[src/rtl/wb_commit_regs.sv]
// wb_commit_regs: write-back commit of GPRs, HI/LO, LLbit and retired-write counter
// Define WB_BYPASS_EN to forward the current write-back bus onto the read outputs.
module wb_commit_regs #(
  parameter int DATA_W = 32,
  parameter int ADDR_W = 5,
  parameter int CNT_W  = 32
) (
  input  logic              clk,
  input  logic              rst,
  input  logic [ADDR_W-1:0] wb_waddr,
  input  logic [DATA_W-1:0] wb_wdata,
  input  logic              wb_wreg,
  input  logic [DATA_W-1:0] wb_hi,
  input  logic [DATA_W-1:0] wb_lo,
  input  logic              wb_wspreg,
  input  logic              wb_watomicreg,
  input  logic              wb_atomicreg_wdata,
  input  logic              excp_flush,
  input  logic              re1,
  input  logic              re2,
  input  logic [ADDR_W-1:0] raddr1,
  input  logic [ADDR_W-1:0] raddr2,
  output logic [DATA_W-1:0] rdata1,
  output logic [DATA_W-1:0] rdata2,
  output logic [DATA_W-1:0] hi_o,
  output logic [DATA_W-1:0] lo_o,
  output logic              llbit_o,
  output logic [CNT_W-1:0]  commit_cnt
);
`ifdef WB_BYPASS_EN
  localparam bit BYP = 1'b1;
`else
  localparam bit BYP = 1'b0;
`endif
  logic [DATA_W-1:0] gpr [2**ADDR_W];
  logic [DATA_W-1:0] hi, lo;
  logic              llbit, ll_nxt;
  // a flush kills any reservation, even one being set in the same cycle
  assign ll_nxt = excp_flush ? 1'b0 : wb_watomicreg ? wb_atomicreg_wdata : llbit;
  always_ff @(posedge clk) begin
    if (rst) begin
      for (int i = 0; i < 2**ADDR_W; i++) gpr[i] <= '0;
      hi         <= '0;
      lo         <= '0;
      llbit      <= 1'b0;
      commit_cnt <= '0;
    end else begin
      if (wb_wreg && wb_waddr != '0) gpr[wb_waddr] <= wb_wdata;
      if (wb_wspreg) begin
        hi <= wb_hi;
        lo <= wb_lo;
      end
      llbit <= ll_nxt;
      if (wb_wreg | wb_wspreg | wb_watomicreg) commit_cnt <= commit_cnt + CNT_W'(1);
    end
  end
  always_comb begin
    rdata1  = (!re1 || raddr1 == '0) ? '0 :
              (BYP && wb_wreg && raddr1 == wb_waddr) ? wb_wdata : gpr[raddr1];
    rdata2  = (!re2 || raddr2 == '0) ? '0 :
              (BYP && wb_wreg && raddr2 == wb_waddr) ? wb_wdata : gpr[raddr2];
    hi_o    = (BYP && wb_wspreg) ? wb_hi : hi;
    lo_o    = (BYP && wb_wspreg) ? wb_lo : lo;
    llbit_o = BYP ? ll_nxt : llbit;
  end
endmodule
[config.mk]
export PLATFORM = sky130hd
export DESIGN_NAME = wb_commit_regs
export DESIGN_NICKNAME = d
export VERILOG_FILES = /design/src/rtl/wb_commit_regs.sv
export SDC_FILE = /design/constraint.sdc
export NUM_CORES = 2
export LEC_CHECK = 0
export CAP_MARGIN = 10
export CELL_PAD_IN_SITES_DETAIL_PLACEMENT = 1
export CELL_PAD_IN_SITES_GLOBAL_PLACEMENT = 1
export CORE_UTILIZATION = 40
export DETAILED_ROUTE_END_ITERATION = 8
export PLACE_DENSITY_LB_ADDON = 0.08
export SKIP_CTS_REPAIR_TIMING = 1
export SLEW_MARGIN = 15
export SYNTH_ARGS = -nofsm -noshare
export SYNTH_HDL_FRONTEND = slang
export SYNTH_SLANG_ARGS = --single-unit
[constraint.sdc]
create_clock -name clk -period 3.4 [get_ports clk]
set_input_delay 0.68 -clock clk [delete_from_list [all_inputs] [get_ports clk]]
set_output_delay 0.68 -clock clk [all_outputs]
set_load 0.1 [all_outputs]
==> flow_metrics.py <==
metrics = {
    "setup_path": {
        "start_kind": "flop",
        "crit_required_ns": 2.72,
        "crit_path_end_kind": "output port",
        "worstPathCellList": "mux4_2 -> a22o_4 -> a2111oi_4 -> a211oi_4 -> buf_12",
        "critPathMaxStageDelay_ns": 0.59,
        "crit_fanout": 2,
        "worstPathArrival_ns": 2.95,
        "path_class": "flop to output port",
        "critical-path-top-delay-family": "compound AO/OA/AOI/OAI gates",
        "worst-path-buf-inv": 1,
        "slowest_stage": "a2111oi_4",
    },
    "drt": {
        "drcViolationCount": 0,
        "wl_per_cell_um": 32.57,
        "drt_iter0_drc": 4064,
        "drt-vias-per-instance": 5.960,
        "vias": 39695,
        "ant_nets": 0,
        "routed_wl_um": 216900,
        "dr.pass1.iters": 5,
    },
    "die": {
        "pin_count": 281,
        "core_area_sq_um": 143500,
        "start_util_pct": 40.24,
        "fp.dieW_um": 381.9,
        "dieArea_sq_um": 145900,
        "num_rows": 139,
        "die_y_um": 381.9,
    },
    "timing": {
        "worst_pin_slew_ns": 1.002,
        "setup_viol_count_final": 47,
        "slew_viol_final": 0,
        "grt_setup_unrepaired": "yes",
        "worst_slack_ns": -0.2268,
        "max_slew_margin_pct": 32.99,
        "fin_crit_ns": 3.627,
        "hold_viol": 0,
        "fin_skew_ns": 0.01392,
        "finalCritPeriodShare_pct": 106.7,
        "max_freq_mhz": 275.7,
    },
    "final_layout": {
        "drive_gt1_share_pct": 36.84,
        "area_delta_synth_final_pct": 32.26,
        "fill_cells": 13380,
        "final_common_cell": "edfxtp_1",
        "final_nets": 4776,
        "mostFrequentLayoutCells": "edfxtp_1, and2_1, buf_4, mux4_2, mux2i_1",
    },
    "global_routing": {
        "grt_max_degree": 84,
        "antenna_found_initial": 7,
        "grt_pass1_vias": 40469,
        "grt-ovfl-total": 0,
        "track_usage_pct": 28.55,
        "grt_pass1_wl_um": 298400,
    },
    "logic_synthesis": {
        "synth_edf_count": 1024,
        "synth.top_cell.area_share_pct": 53.26,
        "ys_types": 50,
        "syn_inst": 4000,
        "synth_area_leaders": "edfxtp_1, mux4_2, and2_1",
        "synth-seq-cells": 1121,
        "synth_ff_type": "edfxtp_1",
        "ys_warn_count": 0,
        "synthArstFlopShare_pct": 0,
        "synth_area_sq_um": 57740,
        "synth_seq_area_share_pct": 56.62,
        "avgSynthCellArea_sq_um": 14.43,
        "synth_top_area_cell": "edfxtp_1",
    },
    "pwr": {
        "p_switching_mw": 10.17,
        "clockPowerShare_pct": 36.7,
        "p_int_mw": 25.88,
        "power.density_nw_per_um2": 472.0,
        "p_seq_share_pct": 44.8,
        "leakagePower_nw": 27.40,
        "power_frac_comb_pct": 18.5,
        "ir_drop_uv": 494.3,
        "fin_total_pwr_mw": 36.04,
        "p_sw_share_pct": 28.20,
    },
    "hold_path": {
        "hold_path.class": "input port to flop",
    },
    "place": {
        "port-buffer-count": 280,
        "gp_congestion": 0.8598,
        "dp_hpwl_um": 140700,
        "pre_cts_ws_ns": -0.8295,
    },
    "clock_network": {
        "cts.path.max_buffers": 3,
        "cts_max_level": 4,
        "clock-root-buffer": "clkbuf_16",
        "cts.sinks": 1121,
        "clk_pin_slew_worst_paths_ns": 0.06,
        "clk_latency_ns": 0.79,
        "cts_tree": "done",
        "cts_buffers": 131,
    },
    "status": {
        "failed_checks": "negative setup slack",
        "status": "finished, violations left",
    },
    "job": {
        "maxCapViolCount": 0,
    },
}
-- worst paths after layout --
kind,cells after the start,startpoint,end,slack (ns)
setup / recovery,5,gpr[11][17],rdata2[17],-0.23
hold / removal,2,rst,commit_cnt[9],0.25
setup reg to reg,4,commit_cnt[9],commit_cnt[29],1.12
hold reg to reg,2,hi_o[15],hi_o[15],0.49
-- per-stage QoR --
step                      hold WS, ns  area, sq um  TNS [ns]  instances  utilization, %
after floorplan                0.7568        59420   -0.1114       4031               -
after global placement         0.4711        68030    -34.57       6273           47.41
after detailed placement       0.4848        68050    -33.94       6273           47.43
after CTS                      0.2163        71920    -35.47       6504           50.12
after global routing           0.2644        76350    -4.473       6657           53.22
final                          0.2461        76360    -2.845       6660           53.22
-- cell type report --
| type | count | area (sq um) | share of cell area [%] |
|---|---|---|---|
| diodes | 4 | 10.01 | 0.01311 |
| clock buffers | 165 | 3458 | 4.529 |
| clock inverters | 66 | 407.9 | 0.5342 |
| inverters | 6 | 22.52 | 0.02949 |
| multi-input cells | 2477 | 26910 | 35.24 |
| flip-flops and latches | 1121 | 32690 | 42.81 |
| well taps | 1903 | 2381 | 3.118 |
| repair buffers | 918 | 10480 | 13.73 |
-- Yosys cell counts (all sizes together), types with 2 or more instances --
cell type	n
inv	6
and3	2
o21ai	6
or3b	6
edfxtp	1024
nand4	7
o31ai	6
and2	996
a2111oi	63
clkbuf	317
buf	110
a22o	63
a211oi	63
nor2b	14
mux2	12
a22oi	63
nand2	14
and4	4
a21oi	72
nand3b	6
mux2i	320
or2	32
or4	5
xor2	8
nand3	9
nor2	123
dfxtp	97
o221ai	63
nor3	14
or3	10
o22ai	64
nand4bb	2
xnor2	2
nor4	4
mux4	385
-- state kept, by name, indices dropped and copies added, names as in the netlist --
name / cells
hi_o: 32
gpr: 1024
commit_cnt: 32
llbit_o: 1
lo_o: 32
-- layer usage --
metal	vias up	share of wire (%)	track usage, %
met2	1548	49	46.90
li1	16604	-	-
met3	252	7.3	4.381
met4	0	1.8	6.607
met5	-	0	0
met1	21291	42	39.82
-- kinds of logic (layout without fill, tap and decap cells) --
logic type | Yosys count | in the layout | share of synthesized area (%)
flip-flops | 1121 | 1121 | 56.62
XOR/XNOR | 10 | 10 | 0.1517
other | 1 | 36 | 0.006495
adder cells (fa/ha/maj) | 1 | 1 | 0.02167
buffers and inverters | 433 | 1155 | 3.378
multiplexers | 717 | 717 | 20.80
AO/OA/AOI/OAI | 466 | 466 | 6.016
AND/OR/NAND/NOR | 1251 | 1251 | 13.01
-- power groups by stage --
stage               Sequential [mW]  Clock, mW  Combinational, mW
floorplan                      16.6          0               3.10
global placement               16.4          0               5.84
detailed placement             16.4          0               5.86
CTS                            16.2       13.4               5.88
global route                   16.2       13.8               6.84
finish                         16.2       13.2               6.65
Power figures use the tool's default switching activity.
